--- config.mk ---
export PLATFORM = sky130hd
export DESIGN_NAME = match_referee_flat
export DESIGN_NICKNAME = d
export VERILOG_FILES = /design/src/rtl/match_referee_if.sv /design/src/rtl/match_referee.sv /design/src/flat_wrapper.sv
export SDC_FILE = /design/constraint.sdc
export NUM_CORES = 1
export LEC_CHECK = 0
export CAP_MARGIN = 25
export CELL_PAD_IN_SITES_DETAIL_PLACEMENT = 1
export CELL_PAD_IN_SITES_GLOBAL_PLACEMENT = 1
export CORE_UTILIZATION = 25
export CTS_BUF_LIST = sky130_fd_sc_hd__clkbuf_8
export CTS_CLUSTER_SIZE = 30
export DETAILED_ROUTE_END_ITERATION = 8
export PLACE_DENSITY_LB_ADDON = 0.05
export SLEW_MARGIN = 25
export SYNTH_ARGS = -nofsm -noshare
export SYNTH_HDL_FRONTEND = slang
export SYNTH_SLANG_ARGS = --single-unit
--- constraint.sdc ---
create_clock -name Clock -period 3.75 [get_ports Clock]
set_input_delay 1.125 -clock Clock [delete_from_list [all_inputs] [get_ports Clock]]
set_output_delay 1.125 -clock Clock [all_outputs]
set_load 0.05 [all_outputs]
--- src/rtl/match_referee_if.sv ---
// Match referee bus: match control and round results in, scores and verdict out.
interface match_referee_if;
    logic       Start;
    logic [3:0] Target;
    logic       Round_valid;
    logic [1:0] Out_wr;
    logic [3:0] Score_first;
    logic [3:0] Score_second;
    logic [3:0] Draws;
    logic [3:0] Round_count;
    logic       Busy;
    logic       Match_over;
    logic [1:0] Champion;

    // Driver side: issues Start/rounds, observes the scoreboard.
    modport master (
        output Start, Target, Round_valid, Out_wr,
        input  Score_first, Score_second, Draws, Round_count, Busy, Match_over, Champion
    );

    // Referee side.
    modport slave (
        input  Start, Target, Round_valid, Out_wr,
        output Score_first, Score_second, Draws, Round_count, Busy, Match_over, Champion
    );
endinterface

--- src/rtl/match_referee.sv ---
// Match referee: counts round results from the winner stage and declares a
// champion once a player reaches the latched target or 15 rounds are played.
module match_referee (
    input  logic          Clock,
    input  logic          Reset,
    match_referee_if.slave bus
);

    typedef enum logic [1:0] {StIdle, StPlay, StDone} state_e;

    localparam logic [1:0] ChampNone   = 2'b00;
    localparam logic [1:0] ChampFirst  = 2'b10;
    localparam logic [1:0] ChampSecond = 2'b01;
    localparam logic [1:0] ChampTie    = 2'b11;

    state_e     state_q, state_d;
    logic [3:0] first_q, first_d;
    logic [3:0] second_q, second_d;
    logic [3:0] draws_q, draws_d;
    logic [3:0] round_q, round_d;
    logic [3:0] target_q, target_d;
    logic [1:0] champ_q, champ_d;
    logic       busy_q, busy_d;
    logic       over_q, over_d;

    // Next-state: Start restarts from any state; rounds only count while playing.
    always_comb begin
        state_d  = state_q;
        first_d  = first_q;
        second_d = second_q;
        draws_d  = draws_q;
        round_d  = round_q;
        target_d = target_q;
        champ_d  = champ_q;

        if (bus.Start) begin
            // A round arriving with Start is dropped; the new match starts clean.
            first_d  = 4'd0;
            second_d = 4'd0;
            draws_d  = 4'd0;
            round_d  = 4'd0;
            champ_d  = ChampNone;
            target_d = (bus.Target == 4'd0) ? 4'd1 : bus.Target;
            state_d  = StPlay;
        end else if (state_q == StPlay && bus.Round_valid && bus.Out_wr != 2'b00) begin
            round_d = round_q + 4'd1;
            case (bus.Out_wr)
                2'b10:   first_d  = first_q + 4'd1;
                2'b01:   second_d = second_q + 4'd1;
                default: draws_d  = draws_q + 4'd1;
            endcase

            // Reaching the target wins outright, even on the 15th round.
            if (first_d == target_q) begin
                state_d = StDone;
                champ_d = ChampFirst;
            end else if (second_d == target_q) begin
                state_d = StDone;
                champ_d = ChampSecond;
            end else if (round_d == 4'd15) begin
                state_d = StDone;
                if (first_d > second_d) begin
                    champ_d = ChampFirst;
                end else if (second_d > first_d) begin
                    champ_d = ChampSecond;
                end else begin
                    champ_d = ChampTie;
                end
            end
        end

        busy_d = (state_d == StPlay);
        over_d = (state_d == StDone);
    end

    // State and registered outputs; synchronous reset wins over everything.
    always_ff @(posedge Clock) begin
        if (Reset) begin
            state_q  <= StIdle;
            first_q  <= 4'd0;
            second_q <= 4'd0;
            draws_q  <= 4'd0;
            round_q  <= 4'd0;
            target_q <= 4'd1;
            champ_q  <= ChampNone;
            busy_q   <= 1'b0;
            over_q   <= 1'b0;
        end else begin
            state_q  <= state_d;
            first_q  <= first_d;
            second_q <= second_d;
            draws_q  <= draws_d;
            round_q  <= round_d;
            target_q <= target_d;
            champ_q  <= champ_d;
            busy_q   <= busy_d;
            over_q   <= over_d;
        end
    end

    assign bus.Score_first  = first_q;
    assign bus.Score_second = second_q;
    assign bus.Draws        = draws_q;
    assign bus.Round_count  = round_q;
    assign bus.Busy         = busy_q;
    assign bus.Match_over   = over_q;
    assign bus.Champion     = champ_q;

endmodule

--- src/flat_wrapper.sv ---
// flat-port wrapper written by rule: the top's interface ports become plain ports
module match_referee_flat 
  (Clock, Reset, bus_Start, bus_Target, bus_Round_valid, bus_Out_wr, bus_Score_first, bus_Score_second, bus_Draws, bus_Round_count, bus_Busy, bus_Match_over, bus_Champion);
  match_referee_if bus_i ();
  input  logic Clock;
  input  logic Reset;
  input wire logic [$bits(bus_i.Start)-1:0] bus_Start;
  input wire logic [$bits(bus_i.Target)-1:0] bus_Target;
  input wire logic [$bits(bus_i.Round_valid)-1:0] bus_Round_valid;
  input wire logic [$bits(bus_i.Out_wr)-1:0] bus_Out_wr;
  output wire logic [$bits(bus_i.Score_first)-1:0] bus_Score_first;
  output wire logic [$bits(bus_i.Score_second)-1:0] bus_Score_second;
  output wire logic [$bits(bus_i.Draws)-1:0] bus_Draws;
  output wire logic [$bits(bus_i.Round_count)-1:0] bus_Round_count;
  output wire logic [$bits(bus_i.Busy)-1:0] bus_Busy;
  output wire logic [$bits(bus_i.Match_over)-1:0] bus_Match_over;
  output wire logic [$bits(bus_i.Champion)-1:0] bus_Champion;
  assign bus_i.Start = bus_Start;
  assign bus_i.Target = bus_Target;
  assign bus_i.Round_valid = bus_Round_valid;
  assign bus_i.Out_wr = bus_Out_wr;
  assign bus_Score_first = bus_i.Score_first;
  assign bus_Score_second = bus_i.Score_second;
  assign bus_Draws = bus_i.Draws;
  assign bus_Round_count = bus_i.Round_count;
  assign bus_Busy = bus_i.Busy;
  assign bus_Match_over = bus_i.Match_over;
  assign bus_Champion = bus_i.Champion;
  match_referee u_core (.Clock(Clock), .Reset(Reset), .bus(bus_i));
endmodule
==> results.json, run 1 <==
{
  "cts_max_level": 1,
  "grt_pass1_wl_um": 7010,
  "crit_top_cell": "ha_1",
  "avgViaCountPerCell": 4.75,
  "die_h_um": 81.6,
  "root_buffer": "clkbuf_8",
  "hold_buffers": 0,
  "core_um2": 6030,
  "n_antenna_cell": 0,
  "firstDrtPassIters": 4,
  "setup-violations-final": 0,
  "clock_skew_ns": 0.00583,
  "vias": 1316,
  "end_kind": "flip-flop",
  "rsz0062_at_grt": "no",
  "cp-start-kind": "input pin",
  "die_area_um2": 6660,
  "fp-row-count": 28,
  "grt_remaining_overflow": 0,
  "outcome": "complete, no violations",
  "synth_top_family_by_area": "simple AND/OR/NAND/NOR gates",
  "port_buffers": 29,
  "clkTransAtPathRegs_ns": 0.10,
  "cap_violations": 0,
  "yosysWarningCount": 0,
  "yosysSeqAreaShare_pct": 32.9,
  "syn_area_per_cell_um2": 8.95,
  "fin_setup_tns_ns": 0,
  "slowest_stage": "clkdlybuf4s50_1",
  "critPathMaxStageDelay_ns": 0.44,
  "area_growth_pct": 25.1,
  "worstSetupPathType": "in2reg",
  "ctsResizeCount": 0,
  "cp.arrival_ns": 3.39,
  "finalCriticalPeriod_ns": 3.20,
  "place_hpwl_um": 3160,
  "antenna_left": 0,
  "cp.required_ns": 3.93,
  "wl_per_cell_um": 15.2,
  "clk_latency_ns": 0.28,
  "tritoncts": "yes",
  "peakVddDrop_mv": 0.157,
  "drive_gt1_share_pct": 5.94,
  "hold_ws_ns": 0.522,
  "cts.sinks": 26,
  "place_congestion": 0.735,
  "fill_cells": 709,
  "slew_headroom_pct": 66.2,
  "post-cts-setup-buffers": 0,
  "leakage_nw": 0.755,
  "max_freq_ghz": 0.312,
  "track_usage_pct": 14.0,
  "tightest_slew_ns": 0.505,
  "powerDensity_nw_per_um2": 277,
  "drv_slew": 0,
  "path_cells": "clkdlybuf4s50_1 > inv_1 > ha_1 > nand4_2 > xor2_1 > ha_1 > nand2_1 > o21ai_0 > nand3_1 > a41o_1",
  "grt_max_degree": 21,
  "hold_viol": 0,
  "fin_nets": 226,
  "synthMuxAreaShare_pct": 3.87,
  "drt_iter0_markers": 61,
  "fp.dieW_um": 81.6,
  "grt_pass1_vias": 1361,
  "initial_core_util_pct": 26.3,
  "synthCells": 177,
  "multi_input_area_um2": 1010,
  "fin_crit_sh_pct": 85.4,
  "seqCellArea_um2": 520,
  "yosysUniqueCellTypes": 39,
  "crit_family": "adder cells",
  "crit_buf_inv": 2,
  "syn-cell-area_um2": 1580,
  "ios": 30,
  "synth_nets": 199,
  "drc": 0,
  "hold_path.class": "reg2reg",
  "yosys.area_share.simple_pct": 20.6,
  "path_max_fanout": 7,
  "antenna_found_initial": 0,
  "synth_compound_area_share_pct": 11.8,
  "synth_adder_area_share_pct": 9.48,
  "clockBufferDepth": 2,
  "cts-buffers-inserted": 3,
  "ys_ff_latch": 26,
  "totalWireLength_um": 4200,
  "synth_xor_area_share_pct": 17.7
}
[where the power goes]
part / internal, mW / leakage, nW / total, mW / switching [mW]
registers: 0.282 / 0.211 / 0.291 / 0.00882
logic: 0.0397 / 0.523 / 0.0902 / 0.0505
clock network: 0.0724 / 0.0216 / 0.168 / 0.0958
total: 0.394 / 0.755 / 0.549 / 0.155
[registers in the layout, summed over array words and instances, names as in the netlist]
register / flops
u_core.bus.Draws: 4
u_core.bus.Champion: 2
u_core.bus.Round_count: 4
u_core.bus.Match_over: 1
u_core.bus.Score_second: 4
u_core.bus.Score_first: 4
u_core.target_q: 4
u_core.bus.Busy: 1
u_core.state_q: 2
[cells in the final DEF, fill, tap and decap left out, types with 5 or more instances in the layout]
cell | netlist | routed
clkdlybuf4s50_1 | 0 | 29
dfxtp_1 | 26 | 26
nor2_1 | 25 | 25
nand2_1 | 13 | 13
xor2_1 | 12 | 12
xnor2_1 | 12 | 12
ha_1 | 12 | 12
a21oi_1 | 10 | 10
o21ai_0 | 7 | 7
inv_1 | 6 | 6
mux2i_1 | 5 | 5
[path summary, 6_finish.rpt]
kind | from | to | slack, ns | cells after the start
max | bus_Out_wr[1] | u_core.bus.Champion[0] | 0.55 | 10
min | u_core.bus.Draws[3] | u_core.bus.Draws[3] | 0.52 | 2
max reg2reg | u_core.bus.Score_first[0] | u_core.bus.Champion[0] | 1.55 | 7
min reg2reg | u_core.bus.Draws[3] | u_core.bus.Draws[3] | 0.52 | 2
[cell families (layout without fill, tap and decap cells)]
logic type / Yosys count / count (layout)
multiplexers: 6 / 6
AO/OA/AOI/OAI: 28 / 28
flip-flops: 26 / 26
buffers and inverters: 14 / 39
XOR/XNOR: 27 / 27
AND/OR/NAND/NOR: 64 / 64
adder cells (fa/ha/maj): 12 / 12
[worst register-to-register path, cell delays in order, from the launching register on]
cell     delay [ns]
dfxtp_1        0.50
ha_1           0.32
mux2_2         0.31
ha_1           0.31
a21oi_1        0.06
o21ai_0        0.24
nand3_1        0.12
a41o_1         0.24
[through the flow]
stage          setup slack, ns  std cells  total power, mW  area (µm²)  utilization (%)
2_1_floorplan            0.949        177            0.355        1580                -
3_3_place_gp             0.350        274            0.385        1940             32.2
3_5_place_dp             0.266        274            0.388        1940             32.2
4_1_cts                  0.565        277            0.564        1980             32.9
5_1_grt                  0.415        277            0.585        1980             32.9
6_report                 0.547        277            0.549        1980             32.9
[synthesized netlist by cell type (all sizes together)]
cell | instances | share of area [%]
o41ai | 1 | 1.0
xor3 | 2 | 3.0
nor3 | 4 | 1.3
a41o | 1 | 0.63
and4 | 1 | 0.71
ha | 12 | 9.5
nand4 | 5 | 2.4
xnor3 | 1 | 1.4
or3 | 1 | 0.40
xnor2 | 12 | 6.6
o31ai | 1 | 0.47
nand3 | 4 | 1.3
xor2 | 12 | 6.6
a21oi | 10 | 3.2
clkbuf | 4 | 0.95
or2 | 1 | 0.40
o21ai | 7 | 2.2
and2 | 1 | 0.40
buf | 4 | 1.3
a31oi | 1 | 0.40
nand2 | 13 | 3.1
o2111ai | 1 | 0.55
o21a | 1 | 0.47
nand2b | 3 | 1.2
and4b | 1 | 0.63
mux2 | 1 | 0.71
a21bo | 1 | 0.63
nand3b | 2 | 0.95
nand4bb | 1 | 0.71
a211oi | 2 | 0.95
nor2 | 25 | 5.9
inv | 6 | 1.4
nand4b | 1 | 0.55
o2111a | 1 | 0.79
dfxtp | 26 | 33
a311oi | 1 | 0.55
and4bb | 1 | 0.79
mux2i | 5 | 3.2
[routing by layer]
| layer | up-vias | track usage (%) | wire [µm] |
|---|---|---|---|
| met1 | 631 | 17.8 | 2010 |
| met4 | 0 | 2.63 | 24 |
| met5 | - | 0 | 0 |
| met3 | 4 | 2.67 | 104 |
| li1 | 664 | - | - |
| met2 | 17 | 24.4 | 2060 |
[layout make-up]
cell class              count  share of cell area (%)
multi-input cells         137                    50.8
flip-flops and latches     26                    26.3
repair buffers             30                    15.0
well taps                  75                    4.73
clock buffers               3                    2.08
inverters                   6                    1.14
No activity file was read; power rests on OpenSTA's default activity.
==> inputs of run 2 (changes only) <==
--- a/config.mk
+++ b/config.mk
@@ -12,6 +12,7 @@
 export CTS_BUF_LIST = sky130_fd_sc_hd__clkbuf_8
 export CTS_CLUSTER_SIZE = 30
 export DETAILED_ROUTE_END_ITERATION = 8
+export MAX_ROUTING_LAYER = met4
 export PLACE_DENSITY_LB_ADDON = 0.05
 export SLEW_MARGIN = 25
 export SYNTH_ARGS = -nofsm -noshare
==> results.json, run 2 (synthesis results as in run 1) <==
{
  "peakVddDrop_mv": 0.157,
  "antenna_found_initial": 0,
  "track_usage_pct": 14.4,
  "dp_slack_ns": 0.266,
  "fin_crit_sh_pct": 85.6,
  "clkTransAtPathRegs_ns": 0.10,
  "drv_slew": 0,
  "drive_gt1_share_pct": 5.94,
  "drc": 0,
  "antenna_left": 0,
  "tightest_slew_ns": 0.505,
  "wl_per_cell_um": 15.2,
  "cts_max_level": 1,
  "grt_pass1_wl_um": 7020,
  "root_buffer": "clkbuf_8",
  "worstSetupPathType": "in2reg",
  "vias": 1310,
  "cp-start-kind": "input pin",
  "ctsResizeCount": 0,
  "cp-startpoint": "bus_Out_wr[1]",
  "path_max_fanout": 7,
  "placed_cells_incl_taps": 274,
  "final_util_pct": 32.9,
  "stdcell_count": 277,
  "fin_setup_tns_ns": 0,
  "cts-buffers-inserted": 3,
  "reg2reg_from": "u_core.bus.Score_first[0]",
  "max_freq_ghz": 0.311,
  "met2_length_um": 2060,
  "fin_nets": 226,
  "initial_core_util_pct": 26.3,
  "holdPathStages": 2,
  "final_area_um2": 1980,
  "area_growth_pct": 25.1,
  "firstDrtPassIters": 4,
  "tritoncts": "yes",
  "totalWireLength_um": 4200,
  "end_kind": "flip-flop",
  "die_area_um2": 6660,
  "hp-start": "u_core.bus.Draws[3]",
  "cp.required_ns": 3.93,
  "fp.dieW_um": 81.6,
  "hold_path.class": "reg2reg",
  "dr_wl_met3_um": 102,
  "place_congestion": 0.744,
  "reg2reg_depth": 7,
  "post-cts-setup-buffers": 0,
  "grt_remaining_overflow": 0,
  "die_h_um": 81.6,
  "final_common_cell": "clkdlybuf4s50_1",
  "grt_pass1_vias": 1357,
  "place_area_um2": 1940,
  "wl_met1_um": 2010,
  "outcome": "complete, no violations",
  "final_cell_mix": "clkdlybuf4s50_1 (29), dfxtp_1 (26), nor2_1 (25), nand2_1 (13)",
  "cap_violations": 0,
  "rsz0062_at_grt": "no",
  "port_buffers": 29,
  "leakage_nw": 0.755,
  "setup-violations-final": 0,
  "fp-row-count": 28,
  "n_antenna_cell": 0,
  "finalCriticalPeriod_ns": 3.21,
  "timing.final.ws_setup_ns": 0.539,
  "hold_buffers": 0,
  "drt_iter0_markers": 66,
  "cts.sinks": 26,
  "clk_latency_ns": 0.28,
  "grt_max_degree": 21,
  "slew_headroom_pct": 66.2,
  "hold_ws_ns": 0.522,
  "clockBufferDepth": 2,
  "place_hpwl_um": 3160,
  "ios": 30,
  "report.power.total_uw": 550,
  "highest_layer": "met4",
  "powerDensity_nw_per_um2": 277,
  "clock_skew_ns": 0.00652,
  "cp.arrival_ns": 3.40,
  "avgViaCountPerCell": 4.73,
  "core_um2": 6030,
  "hold_viol": 0
}
[run 2: cell counts in the layout (fill, tap and decap cells not counted)]
Identical to the previous run, type by type.
[run 2: path summary, 6_finish.rpt]
check | to | slack [ns]
worst max-delay path | u_core.bus.Champion[0] | 0.54
worst min-delay path | u_core.bus.Draws[3] | 0.52
worst max register to register | u_core.bus.Champion[0] | 1.55
worst min register to register | u_core.bus.Draws[3] | 0.52
[run 2: critical path: stages]
cell	delay (ns)
clkdlybuf4s50_1	0.44
inv_1	0.09
ha_1	0.38
nand4_2	0.21
xor2_1	0.19
ha_1	0.32
nand2_1	0.05
o21ai_0	0.23
nand3_1	0.12
a41o_1	0.24
[run 2: layout make-up]
class                   count  area, µm²
inverters                   6       22.5
well taps                  75       93.8
clock buffers               3       41.3
repair buffers             30        298
fillers                   709       4040
multi-input cells         137       1010
flip-flops and latches     26        520
[run 2: where the power goes]
group / total (mW) / switching [mW] / internal (mW)
registers: 0.291 / 0.00885 / 0.282
clock network: 0.168 / 0.0960 / 0.0724
logic: 0.0902 / 0.0505 / 0.0397
total: 0.550 / 0.155 / 0.394
[run 2: layer usage]
metal | up-vias | track usage, %
met1 | 624 | 17.9
met3 | 4 | 2.67
met2 | 17 | 24.3
met4 | 0 | 2.63
met5 | - | -
li1 | 665 | -
==> inputs of run 3 (changes only) <==
--- a/config.mk
+++ b/config.mk
@@ -5,7 +5,6 @@
 export SDC_FILE = /design/constraint.sdc
 export NUM_CORES = 1
 export LEC_CHECK = 0
-export CAP_MARGIN = 25
 export CELL_PAD_IN_SITES_DETAIL_PLACEMENT = 1
 export CELL_PAD_IN_SITES_GLOBAL_PLACEMENT = 1
 export CORE_UTILIZATION = 25
==> results of run 3 <==
The final DEF is identical to that of run 2; final timing and power are the same.
